==> src/rtl/vga_rd_ctrl_pkg.sv <==
// Shared types, derived raster constants and sizing helpers for the VGA
// frame-buffer read controller.
package vga_rd_ctrl_pkg;

    localparam int RGB_W = 24;

    typedef enum logic [1:0] {
        ST_IDLE    = 2'd0,
        ST_PREFILL = 2'd1,
        ST_RUN     = 2'd2
    } rd_state_e;

    // Registered raster strobes, all aligned with the displayed pixel.
    typedef struct packed {
        logic hs;
        logic vs;
        logic de;
        logic last;
    } vga_tim_t;

    // Default 1080p60 raster.
    localparam int H_SYNC_DEF  = 44;
    localparam int H_BACK_DEF  = 148;
    localparam int H_VALID_DEF = 1920;
    localparam int H_FRONT_DEF = 88;
    localparam int V_SYNC_DEF  = 5;
    localparam int V_BACK_DEF  = 36;
    localparam int V_VALID_DEF = 1080;
    localparam int V_FRONT_DEF = 4;

    function automatic int axis_total(input int sync, input int back,
                                      input int valid, input int front);
        return sync + back + valid + front;
    endfunction

    function automatic int act_beg(input int sync, input int back);
        return sync + back;
    endfunction

    function automatic int act_end(input int sync, input int back, input int valid);
        return sync + back + valid - 1;
    endfunction

    function automatic int cnt_width(input int total);
        return (total > 1) ? $clog2(total) : 1;
    endfunction

    localparam int H_TOTAL_DEF   = axis_total(H_SYNC_DEF, H_BACK_DEF, H_VALID_DEF, H_FRONT_DEF);
    localparam int V_TOTAL_DEF   = axis_total(V_SYNC_DEF, V_BACK_DEF, V_VALID_DEF, V_FRONT_DEF);
    localparam int H_ACT_BEG_DEF = act_beg(H_SYNC_DEF, H_BACK_DEF);
    localparam int H_ACT_END_DEF = act_end(H_SYNC_DEF, H_BACK_DEF, H_VALID_DEF);
    localparam int V_ACT_BEG_DEF = act_beg(V_SYNC_DEF, V_BACK_DEF);
    localparam int V_ACT_END_DEF = act_end(V_SYNC_DEF, V_BACK_DEF, V_VALID_DEF);

endpackage

==> src/rtl/vga_rd_ctrl_if.sv <==
// Bundle between the read controller, the read FIFO / SDRAM controller and the
// video PHY.
interface vga_rd_ctrl_if;
    import vga_rd_ctrl_pkg::*;

    // rd_fifo_rd_req is a blind pop: no ready is returned, and the word shows
    // up on rd_fifo_rd_data exactly one clock after the request cycle.
    logic             vga_count_en;
    logic [RGB_W-1:0] rd_fifo_rd_data;
    logic             rd_fifo_rd_req;
    logic             read_valid;
    logic             rd_rst;
    logic             vga_hs;
    logic             vga_vs;
    logic             vga_de;
    logic [RGB_W-1:0] vga_rgb;
    logic             frame_done;
    rd_state_e        dbg_state;

    modport master (
        input  vga_count_en,
        input  rd_fifo_rd_data,
        output rd_fifo_rd_req,
        output read_valid,
        output rd_rst,
        output vga_hs,
        output vga_vs,
        output vga_de,
        output vga_rgb,
        output frame_done,
        output dbg_state
    );

    modport slave (
        output vga_count_en,
        output rd_fifo_rd_data,
        input  rd_fifo_rd_req,
        input  read_valid,
        input  rd_rst,
        input  vga_hs,
        input  vga_vs,
        input  vga_de,
        input  vga_rgb,
        input  frame_done,
        input  dbg_state
    );

endinterface

==> src/rtl/vga_rd_ctrl_timing.sv <==
// Free-running raster counters with the early de strobe and the registered
// sync/de/last-pixel strobes that lag the counters by one clock.
module vga_timing_gen
    import vga_rd_ctrl_pkg::*;
#(
    parameter int H_SYNC   = H_SYNC_DEF,
    parameter int H_BACK   = H_BACK_DEF,
    parameter int H_VALID  = H_VALID_DEF,
    parameter int H_FRONT  = H_FRONT_DEF,
    parameter int V_SYNC   = V_SYNC_DEF,
    parameter int V_BACK   = V_BACK_DEF,
    parameter int V_VALID  = V_VALID_DEF,
    parameter int V_FRONT  = V_FRONT_DEF,
    parameter int SYNC_POL = 1
) (
    input  logic     sys_clk,
    input  logic     sys_rst_n,
    output logic     de_pre_o,
    output logic     frame_start_o,
    output vga_tim_t tim_o
);

    localparam int H_TOTAL   = axis_total(H_SYNC, H_BACK, H_VALID, H_FRONT);
    localparam int V_TOTAL   = axis_total(V_SYNC, V_BACK, V_VALID, V_FRONT);
    localparam int H_ACT_BEG = act_beg(H_SYNC, H_BACK);
    localparam int H_ACT_END = act_end(H_SYNC, H_BACK, H_VALID);
    localparam int V_ACT_BEG = act_beg(V_SYNC, V_BACK);
    localparam int V_ACT_END = act_end(V_SYNC, V_BACK, V_VALID);
    localparam int HW        = cnt_width(H_TOTAL);
    localparam int VW        = cnt_width(V_TOTAL);

    // Level a sync output sits at outside its pulse.
    localparam logic SYNC_IDLE = (SYNC_POL != 0) ? 1'b0 : 1'b1;

    logic [HW-1:0] h_cnt_q, h_cnt_d;
    logic [VW-1:0] v_cnt_q, v_cnt_d;
    logic          h_wrap, v_wrap;
    logic          hs_pre, vs_pre, h_act, v_act, last_pre;
    vga_tim_t      tim_q;

    assign h_wrap = (h_cnt_q == HW'(H_TOTAL - 1));
    assign v_wrap = (v_cnt_q == VW'(V_TOTAL - 1));

    always_comb begin
        h_cnt_d = h_wrap ? '0 : h_cnt_q + HW'(1);
        v_cnt_d = v_cnt_q;
        if (h_wrap) begin
            v_cnt_d = v_wrap ? '0 : v_cnt_q + VW'(1);
        end
    end

    assign hs_pre   = (h_cnt_q < HW'(H_SYNC));
    assign vs_pre   = (v_cnt_q < VW'(V_SYNC));
    assign h_act    = (h_cnt_q >= HW'(H_ACT_BEG)) && (h_cnt_q <= HW'(H_ACT_END));
    assign v_act    = (v_cnt_q >= VW'(V_ACT_BEG)) && (v_cnt_q <= VW'(V_ACT_END));
    assign last_pre = (h_cnt_q == HW'(H_ACT_END)) && (v_cnt_q == VW'(V_ACT_END));

    always_ff @(posedge sys_clk or negedge sys_rst_n) begin
        if (!sys_rst_n) begin
            h_cnt_q    <= '0;
            v_cnt_q    <= '0;
            tim_q.hs   <= SYNC_IDLE;
            tim_q.vs   <= SYNC_IDLE;
            tim_q.de   <= 1'b0;
            tim_q.last <= 1'b0;
        end else begin
            h_cnt_q    <= h_cnt_d;
            v_cnt_q    <= v_cnt_d;
            tim_q.hs   <= hs_pre ^ SYNC_IDLE;
            tim_q.vs   <= vs_pre ^ SYNC_IDLE;
            tim_q.de   <= h_act & v_act;
            tim_q.last <= last_pre;
        end
    end

    assign de_pre_o      = h_act & v_act;
    assign frame_start_o = (h_cnt_q == '0) && (v_cnt_q == '0);
    assign tim_o         = tim_q;

endmodule

==> src/rtl/vga_rd_ctrl.sv <==
// Display-side consumer of the SDRAM frame-buffer read FIFO: gates SDRAM
// reads, pops pixels one clock ahead of de and muxes them onto the video bus.
module vga_rd_ctrl
    import vga_rd_ctrl_pkg::*;
#(
    parameter int H_SYNC   = H_SYNC_DEF,
    parameter int H_BACK   = H_BACK_DEF,
    parameter int H_VALID  = H_VALID_DEF,
    parameter int H_FRONT  = H_FRONT_DEF,
    parameter int V_SYNC   = V_SYNC_DEF,
    parameter int V_BACK   = V_BACK_DEF,
    parameter int V_VALID  = V_VALID_DEF,
    parameter int V_FRONT  = V_FRONT_DEF,
    parameter int SYNC_POL = 1
) (
    input logic           sys_clk,
    input logic           sys_rst_n,
    vga_rd_ctrl_if.master bus
);

    logic      de_pre;
    logic      frame_start;
    vga_tim_t  tim;
    rd_state_e state_q;
    logic      read_valid_q;
    logic      run_q;

    vga_timing_gen #(
        .H_SYNC  (H_SYNC),
        .H_BACK  (H_BACK),
        .H_VALID (H_VALID),
        .H_FRONT (H_FRONT),
        .V_SYNC  (V_SYNC),
        .V_BACK  (V_BACK),
        .V_VALID (V_VALID),
        .V_FRONT (V_FRONT),
        .SYNC_POL(SYNC_POL)
    ) u_timing (
        .sys_clk      (sys_clk),
        .sys_rst_n    (sys_rst_n),
        .de_pre_o     (de_pre),
        .frame_start_o(frame_start),
        .tim_o        (tim)
    );

    // Dropping vga_count_en wins over every other transition. PREFILL only
    // leaves at the (0,0) raster position so a frame is never shown partially.
    always_ff @(posedge sys_clk or negedge sys_rst_n) begin
        if (!sys_rst_n) begin
            state_q      <= ST_IDLE;
            read_valid_q <= 1'b0;
            run_q        <= 1'b0;
        end else begin
            run_q <= (state_q == ST_RUN);
            case (state_q)
                ST_IDLE: begin
                    if (bus.vga_count_en) begin
                        state_q      <= ST_PREFILL;
                        read_valid_q <= 1'b1;
                    end
                end
                ST_PREFILL: begin
                    if (!bus.vga_count_en) begin
                        state_q      <= ST_IDLE;
                        read_valid_q <= 1'b0;
                    end else if (frame_start) begin
                        state_q <= ST_RUN;
                    end
                end
                ST_RUN: begin
                    if (!bus.vga_count_en) begin
                        state_q      <= ST_IDLE;
                        read_valid_q <= 1'b0;
                    end
                end
                default: begin
                    state_q      <= ST_IDLE;
                    read_valid_q <= 1'b0;
                end
            endcase
        end
    end

    // rd_rst marks the IDLE->PREFILL cycle itself so the SDRAM read address
    // is rewound before any prefill traffic.
    assign bus.rd_rst         = (state_q == ST_IDLE) & bus.vga_count_en;
    assign bus.read_valid     = read_valid_q;
    assign bus.rd_fifo_rd_req = de_pre & (state_q == ST_RUN);

    assign bus.vga_hs     = tim.hs;
    assign bus.vga_vs     = tim.vs;
    assign bus.vga_de     = tim.de;
    assign bus.vga_rgb    = (tim.de & run_q) ? bus.rd_fifo_rd_data : '0;
    assign bus.frame_done = tim.de & run_q & tim.last;
    assign bus.dbg_state  = state_q;

endmodule

==> src/flat_wrapper.sv <==
// flat-port wrapper written by rule: the top's interface ports become plain ports
module vga_rd_ctrl_flat import vga_rd_ctrl_pkg::*;
#(
    parameter int H_SYNC   = H_SYNC_DEF,
    parameter int H_BACK   = H_BACK_DEF,
    parameter int H_VALID  = H_VALID_DEF,
    parameter int H_FRONT  = H_FRONT_DEF,
    parameter int V_SYNC   = V_SYNC_DEF,
    parameter int V_BACK   = V_BACK_DEF,
    parameter int V_VALID  = V_VALID_DEF,
    parameter int V_FRONT  = V_FRONT_DEF,
    parameter int SYNC_POL = 1
)
  (sys_clk, sys_rst_n, bus_vga_count_en, bus_rd_fifo_rd_data, bus_rd_fifo_rd_req, bus_read_valid, bus_rd_rst, bus_vga_hs, bus_vga_vs, bus_vga_de, bus_vga_rgb, bus_frame_done, bus_dbg_state);
  vga_rd_ctrl_if bus_i ();
  input logic sys_clk;
  input logic sys_rst_n;
  input wire logic [$bits(bus_i.vga_count_en)-1:0] bus_vga_count_en;
  input wire logic [$bits(bus_i.rd_fifo_rd_data)-1:0] bus_rd_fifo_rd_data;
  output wire logic [$bits(bus_i.rd_fifo_rd_req)-1:0] bus_rd_fifo_rd_req;
  output wire logic [$bits(bus_i.read_valid)-1:0] bus_read_valid;
  output wire logic [$bits(bus_i.rd_rst)-1:0] bus_rd_rst;
  output wire logic [$bits(bus_i.vga_hs)-1:0] bus_vga_hs;
  output wire logic [$bits(bus_i.vga_vs)-1:0] bus_vga_vs;
  output wire logic [$bits(bus_i.vga_de)-1:0] bus_vga_de;
  output wire logic [$bits(bus_i.vga_rgb)-1:0] bus_vga_rgb;
  output wire logic [$bits(bus_i.frame_done)-1:0] bus_frame_done;
  output wire logic [$bits(bus_i.dbg_state)-1:0] bus_dbg_state;
  assign bus_i.vga_count_en = bus_vga_count_en;
  assign bus_i.rd_fifo_rd_data = bus_rd_fifo_rd_data;
  assign bus_rd_fifo_rd_req = bus_i.rd_fifo_rd_req;
  assign bus_read_valid = bus_i.read_valid;
  assign bus_rd_rst = bus_i.rd_rst;
  assign bus_vga_hs = bus_i.vga_hs;
  assign bus_vga_vs = bus_i.vga_vs;
  assign bus_vga_de = bus_i.vga_de;
  assign bus_vga_rgb = bus_i.vga_rgb;
  assign bus_frame_done = bus_i.frame_done;
  assign bus_dbg_state = bus_i.dbg_state;
  vga_rd_ctrl #(.H_SYNC(H_SYNC), .H_BACK(H_BACK), .H_VALID(H_VALID), .H_FRONT(H_FRONT), .V_SYNC(V_SYNC), .V_BACK(V_BACK), .V_VALID(V_VALID), .V_FRONT(V_FRONT), .SYNC_POL(SYNC_POL)) u_core (.sys_clk(sys_clk), .sys_rst_n(sys_rst_n), .bus(bus_i));
endmodule
==> config.mk <==
export PLATFORM = sky130hd
export DESIGN_NAME = vga_rd_ctrl_flat
export DESIGN_NICKNAME = d
export VERILOG_FILES = /design/src/rtl/vga_rd_ctrl_pkg.sv /design/src/rtl/vga_rd_ctrl_if.sv /design/src/rtl/vga_rd_ctrl_timing.sv /design/src/rtl/vga_rd_ctrl.sv /design/src/flat_wrapper.sv
export SDC_FILE = /design/constraint.sdc
export NUM_CORES = 1
export LEC_CHECK = 0
export ABC_AREA = 1
export CAP_MARGIN = 20
export CORE_MARGIN = 1.5
export CORE_UTILIZATION = 48
export CTS_CLUSTER_SIZE = 28
export DETAILED_ROUTE_END_ITERATION = 7
export GPL_TIMING_DRIVEN = 0
export PLACE_DENSITY = 0.81
export SLEW_MARGIN = 5
export SYNTH_ARGS = -nofsm -noshare
export SYNTH_HDL_FRONTEND = slang
export SYNTH_SLANG_ARGS = --single-unit
==> constraint.sdc <==
create_clock -name sys_clk -period 2 [get_ports sys_clk]
set_input_delay 0.5 -clock sys_clk [delete_from_list [all_inputs] [get_ports sys_clk]]
set_output_delay 0.5 -clock sys_clk [all_outputs]
set_load 0.05 [all_outputs]
==> summary.md <==
| Metric | Value |
|---|---|
| Status | `finished with violations` |
| Failing checks | `negative setup slack` |
| Clock slew at reported path FFs | `0.06 ns` |
| Die X | `68.6 µm` |
| Critical Path Slowest Stage Cell | `dfrtp_1` |
| Post-synth top cells | `nand2_1 (65), inv_1 (63), nor2_1 (63), dfrtp_1 (31), nand3_1 (20)` |
| Setup-failing EPs final | `1` |
| Clock latency on the worst-skew pair | `0.29 ns` |
| Die Area | `4700 µm²` |
| Combinational fraction of design power | `0.240` |
| Nets | `411` |
| Most frequent cell after synthesis | `nand2_1` |
| P_leak | `1.59 nW` |
| Flop pwr share | `0.394` |
| Maxcap violations | `0` |
| PnR worst setup slack | `-0.175 ns` |
| Clock network fraction of total power | `0.367` |
| Wire per inst | `11.6 µm` |
| Psw | `0.531 mW` |
| Clk_skew | `0.00209 ns` |
| Worst endpoint data arrival time | `1.68 ns` |
| Mux cell area share after synthesis | `0` |
| Worst-Margin Slew | `0.668 ns` |
| Share of the synthesized area in the top cell type | `0.376` |
| Max incr delay on CP | `0.39 ns` |
| Net Sw Frac | `0.304` |
| Setup TNS | `-0.175 ns` |
| Crit path cell chain | `inv_2, ha_4, nand2_2, nand3b_1, nand2_1, nand3_2, nor2_2, buf_6` |
| Synth Flop Type | `dfrtp_1` |
| First-pass DRT Iterations | `4` |
| Synth cell types | `27` |
| Initial Utilization | `0.509` |
| CTS root buffer | `clkbuf_8` |
| Highest metal used | `met4` |
| PortBufs | `59` |
| # H-tree levels | `2` |
| Synth Area in Compound Gates | `0.0527` |
| EDFF count, synth | `0` |
| Post-Synth Simple-Gate Area | `0.342` |
| Global-route wire length before repair | `7710 µm` |
| Met3 WL | `572 µm` |
| Total core area | `4060 µm²` |
| Ant. Diodes | `0` |
| Synth Net Count | `341` |
| P_int | `1.21 mW` |
| DRC | `0` |
| Slew headroom | `0.554` |
| Vias | `2078` |
| Largest net degree at the start of global routing | `32` |
| Crit Path Max Fanout | `5` |
| Total power per unit cell area | `612 nW/µm²` |
| Met2 WL | `2250 µm` |
| Chip height | `68.6 µm` |
| TritonCTS buffer count | `5` |
| Fin. max-slew vios | `0` |
| Number of global-route vias before repair | `1861` |
| F_max | `460 MHz` |
| Total GRT Usage | `0.219` |
| GRT overflow | `0` |
| Ys async rst share | `1.00` |
| TritonCTS clock tree | `built` |
| Tcrit/Tclk final | `1.09` |
| Critical Path RT | `1.50 ns` |
| RSZ-0062 raised after global routing | `true` |
| Site row count | `23` |
| Synthesis-to-finish area growth | `38.1%` |
| Layout Utilization | `0.703` |
| Vias per std cell | `4.87` |
| CP Launch Type | `flip-flop` |
| Worst Setup End Kind | `primary output` |
| Peak supply drop | `527 µV` |
| Final Hold Fails | `0` |
| Crit path kind | `flip-flop to primary output` |
| Sequential area share after synthesis | `0.376` |
| Final ANT Viol Nets | `0` |
| Synth area leaders | `dfrtp_1 (38%), nand2_1 (12%), inv_1 (11%), nor2_1 (11%), ha_1 (4.8%)` |
| Syn. warnings | `0` |
| Metal1 wirelength | `2030 µm` |
| I/O Pins | `60` |
| Cell taking the most area after synthesis | `dfrtp_1` |
| Synth Area in Adders | `0.0485` |
| CTS sink count | `31` |
| Hold Path Class | `input pin to asynchronous set/reset pin` |
| Post-DP HPWL | `3600 µm` |
| Syn avg cell area | `6.75 µm²` |
| Minimum clock period | `2.18 ns` |
| Mapped Area | `2060 µm²` |
| Share of cells above drive strength 1 | `0.186` |
| Initial antenna violation count | `0` |
| Gpl congestion | `0.896` |
| Synthesized instance count | `306` |
| Largest family of logic cells by synthesized area | `simple AND/OR/NAND/NOR gates` |
| CTS Buffer Depth | `2` |
| Post-Synth XOR/XNOR Area | `0.0382` |
| Final wirelength | `4960 µm` |
| Initial DRC count | `55` |
| Synth Register Bits | `31` |
==> cell families (layout without fill, tap and decap cells) <==
group           Yosys count  count (layout)
compound gates           19              19
flops                    31              31
simple gates            166             166
buf+inv                  73             144
xor+xnor                  9               9
fa+ha+maj                 8               8
==> registers in the layout (all words and copies together) (netlist names) <==
name                     count
u_core.u_timing.h_cnt_q     12
u_core.u_timing.v_cnt_q     11
u_core.u_timing.tim_o        4
u_core.bus.dbg_state         2
u_core.bus.read_valid        1
u_core.run_q                 1
==> metrics by stage <==
stage                     cell area (µm²)  hold slack [ns]  setup WS (ns)  total power, mW  instances
after floorplan                      2070            0.204         -0.219            0.971        306
after global placement               2720            0.494         -0.604             1.13        415
after detailed placement             2720            0.486         -0.611             1.14        415
after CTS                            2850            0.265         -0.210             1.76        424
after global routing                 2850            0.307         -0.278             1.83        427
final                                2850            0.244         -0.175             1.74        427
==> worst max-delay path, delay by kind of cell, from the launching register on <==
kind | cells | cell delay [ns]
AND/OR/NAND/NOR | 5 | 0.58
buffers and inverters | 2 | 0.28
flip-flops | 1 | 0.39
adder cells (fa/ha/maj) | 1 | 0.14
==> path summary, 6_finish.rpt <==
kind,endpoint,slack [ns],cells past startpoint,start
setup / recovery,bus_rd_fifo_rd_req,-0.18,8,u_core.u_timing.v_cnt_q[1]
hold / removal,u_core.u_timing.v_cnt_q[5],0.24,1,sys_rst_n
setup reg to reg,u_core.u_timing.v_cnt_q[2],0.43,6,u_core.u_timing.v_cnt_q[1]
hold reg to reg,u_core.bus.read_valid,0.50,2,u_core.bus.read_valid
max in group asynchronous,u_core.u_timing.v_cnt_q[3],1.29,1,sys_rst_n
min in group sys_clk,u_core.bus.read_valid,0.50,2,u_core.bus.read_valid
==> layout make-up <==
type / count / area (µm²)
Inverter: 65 / 244
Tap cell: 50 / 62.6
Clock inverter: 2 / 35.0
Multi-Input combinational cell: 202 / 1040
Buffer: 6 / 53.8
Clock buffer: 6 / 82.6
Sequential cell: 31 / 778
Timing Repair Buffer: 65 / 553
Fill cell: 356 / 1210
==> what timing repair did <==
action,4_1_cts,5_1_grt
endpoints found under the hold margin,0,0
gates cloned,0,0
setup buffers,1,5
hold buffers,0,0
pin swaps,0,6
resized for setup,102,42
endpoints found under the setup margin,29,20
==> cell usage in the layout, fill, tap and decap left out, types with 3 or more instances in the layout <==
master            n
nor3_1            4
inv_2             4
xor2_1            7
ha_1              7
buf_2            19
nand2_2           3
clkbuf_8          6
inv_1            61
buf_6             4
clkdlybuf4s15_2   6
o21ai_0           8
buf_4             6
nor2_1           60
a21oi_1           5
nand3_1          19
nand2_1          62
nand4_1           3
dfrtp_1          29
clkdlybuf4s50_1  28
dlygate4sd2_1     3
nor2_2            4
==> power groups by stage <==
stage	sequential, mW	clock, mW	combinational (mW)
after floorplan	0.792	0	0.179
after global placement	0.698	0	0.436
after detailed placement	0.698	0	0.442
after CTS	0.686	0.657	0.422
after global routing	0.689	0.675	0.469
final	0.687	0.639	0.419
==> layer usage <==
layer / GRT usage / vias up
li1: - / 1056
met1: 0.251 / 929
met2: 0.383 / 81
met3: 0.0698 / 12
met4: 0.0775 / 0
met5: 0 / -
Power figures use the tool's default switching activity.
==> RTL edit 1, RTL diff (config.mk and constraints unchanged) <==
The package constant `V_FRONT_DEF` goes from 4 to 5.
--- a/src/rtl/vga_rd_ctrl_pkg.sv
+++ b/src/rtl/vga_rd_ctrl_pkg.sv
@@ -26,7 +26,7 @@
     localparam int V_SYNC_DEF  = 5;
     localparam int V_BACK_DEF  = 36;
     localparam int V_VALID_DEF = 1080;
-    localparam int V_FRONT_DEF = 4;
+    localparam int V_FRONT_DEF = 5;
 
     function automatic int axis_total(input int sync, input int back,
                                       input int valid, input int front);
Behaviour: same outputs for any inputs over 10 cycles, from zero or initial values and one cycle with sys_rst_n low; that may be too few to reach the edited logic, so the function may still have changed.
==> RTL edit 1 against the unedited design <==
  * The flow still finishes with violations (setup timing)
  * Total power shrank 10%
  * Wire length is 8.2% lower
  * Count of clock-buffer cells in the layout up 1
  * Sequential cell count unchanged
  * Area after synthesis decreased by 1.3%
  * Cell count shrank 6.6%
  * Worst setup slack better by 0.048 ns
  * Cell area down 4.7%
  * Critical path type unchanged
  * Largest cell class unchanged
==> RTL edit 1: results (changes against the unedited design) <==
[outcome]
status=finished with violations
violations=setup timing

[synth]
ys_seq_area_share_pct=38.06  ; +0.48 points
synth_common_cells=61 x inv_1, 51 x nor2_1, 45 x nand2_1, 31 x dfrtp_1, 18 x nand3_1
ys_top_cells_by_area=dfrtp_1 38%, inv_1 11%, nor2_1 9.4%
yosys.cell_types.count=29  ; +7.4%
synth_compound_area_share_pct=5.525  ; +0.25 points
synth.avg_cell_area_um2=7.228  ; +7.1%
synth_top_cell_area_share_pct=38.06  ; +0.48 points
syn-num-nets=317  ; -7.0%
synthAdderAreaFrac_pct=4.911  ; +0.063 points

[sta]
worst_pin_slew_ns=0.6964  ; +0.02797 ns
clock_skew_ns=0.003750  ; +0.001665 ns
setup_viol=1  ; unchanged
worst_slack_ns=-0.1271  ; +0.04805 ns
fin_tns_setup_ns=-0.1271  ; +0.04805 ns
whs_ns=0.2528  ; +0.008740 ns

[worst_setup_path]
crit_arrival_ns=1.63  ; -0.05 ns
r2r_setup_slack_ns=0.49  ; +0.06 ns
ff2ff_path_depth=7  ; +1
r2r-end=u_core.u_timing.v_cnt_q[3]$_DFFE_PN0N_
cp_max_fo=7  ; +2
max_stage_delay_ns=0.35  ; -0.04 ns

[final_layout]
layout-drive-gt1-share_pct=17.48  ; -1.1 points
stdcell_count=399  ; -6.6%
regArea_um2=777.0  ; -0.16%
nets=383  ; -6.8%
fill_cells=354  ; -0.56%

[global_routing]
first_global_vias=1746  ; -6.2%
grtUsageTotal_pct=20.91  ; -1.0 points
grt_pass1_wl_mm=7.189  ; -6.7%

[placement]
placed_cells=391  ; -5.8%
pre_cts_slack_ns=-0.5303  ; +0.08123 ns
place_congestion=0.8692  ; -3.0%
port-buffer-count=59  ; unchanged
placed_area_um2=2689  ; -0.97%

[route]
routed_wl_mm=4.553  ; -8.2%
viasPerCell=4.762  ; -2.1%
drtIter0Drc=32  ; -42%

[min_path]
hp-class=in -> async

[power_and_ir_drop]
p_leak_nw=1.533  ; -3.6%

[clock_tree]
cts_setup_buffers=0  ; -1

==> RTL edit 1: cell types whose count changed after synthesis, sizes merged, moves of 2 or more <==
cell   change
nor2       -9
nand2     -19
o21ai      +2
nor3       +3
buf        -3
inv        -2
nand4      +4
==> RTL edit 1: cell type report <==
| type | instances | share of cell area (%) |
|---|---|---|
| Clock inverter | 1 | 0.1842 |
| Multi-Input combinational cell | 183 | 37.75 |
| Clock buffer | 7 | 2.808 |
| Timing Repair Buffer | 59 | 18.19 |
| Tap cell | 50 | 2.302 |
| Inverter | 63 | 8.702 |
| Buffer | 5 | 1.473 |
| Sequential cell | 31 | 28.59 |
==> RTL edit 1: per-layer routing <==
metal	global-route usage, %	wire (um)	vias to the layer above
li1	-	-	995
met1	22.76	1850	846
met2	38.11	2240	52
met3	6.250	392	7
met4	7.500	70	0
met5	0	0	-
==> RTL edit 1: power breakdown <==
group          switching, mW  internal [mW]  leakage (nW)
logic                  0.255          0.151          1.08
clock network          0.232          0.244        0.0422
registers             0.0252          0.662         0.408
==> RTL edit 2, RTL diff (same settings) <==
Made on the original files. Make the reset (`sys_rst_n`) synchronous in 2 clocked blocks.
--- a/src/rtl/vga_rd_ctrl_timing.sv
+++ b/src/rtl/vga_rd_ctrl_timing.sv
@@ -55,7 +55,7 @@
     assign v_act    = (v_cnt_q >= VW'(V_ACT_BEG)) && (v_cnt_q <= VW'(V_ACT_END));
     assign last_pre = (h_cnt_q == HW'(H_ACT_END)) && (v_cnt_q == VW'(V_ACT_END));
 
-    always_ff @(posedge sys_clk or negedge sys_rst_n) begin
+    always_ff @(posedge sys_clk) begin
         if (!sys_rst_n) begin
             h_cnt_q    <= '0;
             v_cnt_q    <= '0;
--- a/src/rtl/vga_rd_ctrl.sv
+++ b/src/rtl/vga_rd_ctrl.sv
@@ -45,7 +45,7 @@
 
     // Dropping vga_count_en wins over every other transition. PREFILL only
     // leaves at the (0,0) raster position so a frame is never shown partially.
-    always_ff @(posedge sys_clk or negedge sys_rst_n) begin
+    always_ff @(posedge sys_clk) begin
         if (!sys_rst_n) begin
             state_q      <= ST_IDLE;
             read_valid_q <= 1'b0;
Function: differs if sys_rst_n is asserted again (counterexample within 4 cycles, from zero or initial values and one cycle with sys_rst_n low); with sys_rst_n held inactive, the same outputs for 10 cycles.
==> RTL edit 2 against the unedited design <==
  * The run still ends with setup timing left
  * First-iteration DRC count rose to 3.3 times the old value
  * Worst setup slack improved by 0.0017 ns
  * Register-to-register slack got worse by 0.48 ns
  * Critical path depth rose by 1
  * Clock skew rose by 0.0016 ns
  * Wire length rose by 24%
  * Total power fell by 8.4%
  * Sequential cell count did not move
  * Cell count rose by 10%
  * Area after synthesis rose by 0.48%
  * Via count rose by 15%
  * Cell area rose by 4.8%
  * Fmax barely moved
  * Critical path type unchanged
  * Largest cell class unchanged
  * Highest routed layer unchanged
==> RTL edit 2: results (changes against the unedited design) <==
[outcome]
status=finished with violations
violations=setup timing

[sta]
worst_slack_ns=-0.1735  ; +0.001658 ns
worst_pin_slew_ns=0.5195  ; -0.1490 ns
fin_tns_setup_ns=-0.2271  ; -0.05198 ns
clock_skew_ns=0.003685  ; +0.001600 ns
setup_viol=2  ; +1

[placement]
place_congestion=0.9526  ; +6.3%
placed_cells=441  ; +6.3%
pre_cts_slack_ns=-0.7269  ; -0.1154 ns
dpl.hpwl_mm=4.325  ; +20%

[route]
wl_per_cell_um=13.13  ; +13%
drtIter0Drc=184  ; +230%
vias=2396  ; +15%
dr.pass1.iters=6  ; +2
viasPerCell=5.098  ; +4.8%

[global_routing]
grtUsageTotal_pct=25.20  ; +3.3 points
grt_max_degree=11  ; -66%
first_global_vias=1967  ; +5.7%
grt_pass1_wl_mm=8.790  ; +14%

[synth]
synth.avg_cell_area_um2=6.248  ; -7.4%
synth_common_cells=67 x nand2_1, 64 x nor2_1, 63 x inv_1, 31 x dfxtp_1, 23 x nand3_1
syn-num-nets=367  ; +7.6%
ys_top_cells_by_area=dfxtp_1 30%, nand2_1 12%, nor2_1 12%
synthFlopType=dfxtp_1
ys_seq_area_share_pct=29.92  ; -7.7 points
yosys.cell_types.count=32  ; +19%
async_reset_ff_share_pct=0  ; -100 points
yosysWarnings=0  ; unchanged

[power_and_ir_drop]
seqPwrFrac_pct=41.9  ; +2.5 points
peakVddDrop_mv=0.5061  ; -4.0%
power_mw=1.599  ; -8.4%
p_comb_uw=424  ; +1%
p_leak_nw=1.467  ; -7.8%
swShare_pct=32.71  ; +2.3 points

[min_path]
hp-class=reg -> reg

[worst_setup_path]
cp_max_fo=3  ; -2
max_stage_delay_ns=0.36  ; -0.03 ns
slowest_stage=dfxtp_4

[clock_tree]
cts_buffers=5  ; unchanged
cts_resized=135  ; +32%
cts_setup_buffers=16  ; +15

[final_layout]
nets=455  ; +11%
fill_cells=342  ; -3.9%

## RTL edit 2: worst paths after layout
kind / depth (start not counted) / to / slack (ns) / startpoint
max reg2reg: 14 / u_core.u_timing.tim_o[0]$_SDFF_PN0_ / -0.05 / u_core.u_timing.v_cnt_q[0]$_SDFFE_PN0P_
min reg2reg: 1 / u_core.u_timing.h_cnt_q[0]$_SDFF_PP0_ / 0.45 / u_core.u_timing.h_cnt_q[0]$_SDFF_PP0_
max: 9 / bus_rd_fifo_rd_req / -0.17 / u_core.u_timing.v_cnt_q[0]$_SDFFE_PN0P_
min: 1 / u_core.u_timing.h_cnt_q[0]$_SDFF_PP0_ / 0.45 / u_core.u_timing.h_cnt_q[0]$_SDFF_PP0_
## RTL edit 2: layout make-up
class | instances | area, um2 | share of cell area [%]
plain buffers | 4 | 27.53 | 0.9209
clock buffers | 6 | 82.58 | 2.763
clock inverters | 1 | 5.005 | 0.1674
inverters | 68 | 260.3 | 8.707
multi-input cells | 229 | 1284 | 42.95
flip-flops and latches | 31 | 628.1 | 21.01
well taps | 50 | 62.56 | 2.093
repair buffers | 81 | 639.4 | 21.39
## RTL edit 2: kinds of logic (layout without fill, tap and decap cells)
logic type	after synthesis	count (layout)	share of synthesized area, %
DFF	31	31	29.92
and+or+nand+nor	194	194	43.79
xor gates and xnor gates	5	5	2.111
AOI/OAI and AO/OA	22	22	6.092
buffers and inverters	72	160	13.27
adders and majority gates	8	8	4.825
## RTL edit 2: per-layer routing
layer,vias up,GRT usage (%),part of all wire [%]
li1,1192,-,-
met1,1077,29.70,38
met2,110,45.43,52
met3,17,5.519,8.2
met4,0,7.598,2.1
met5,-,0,0
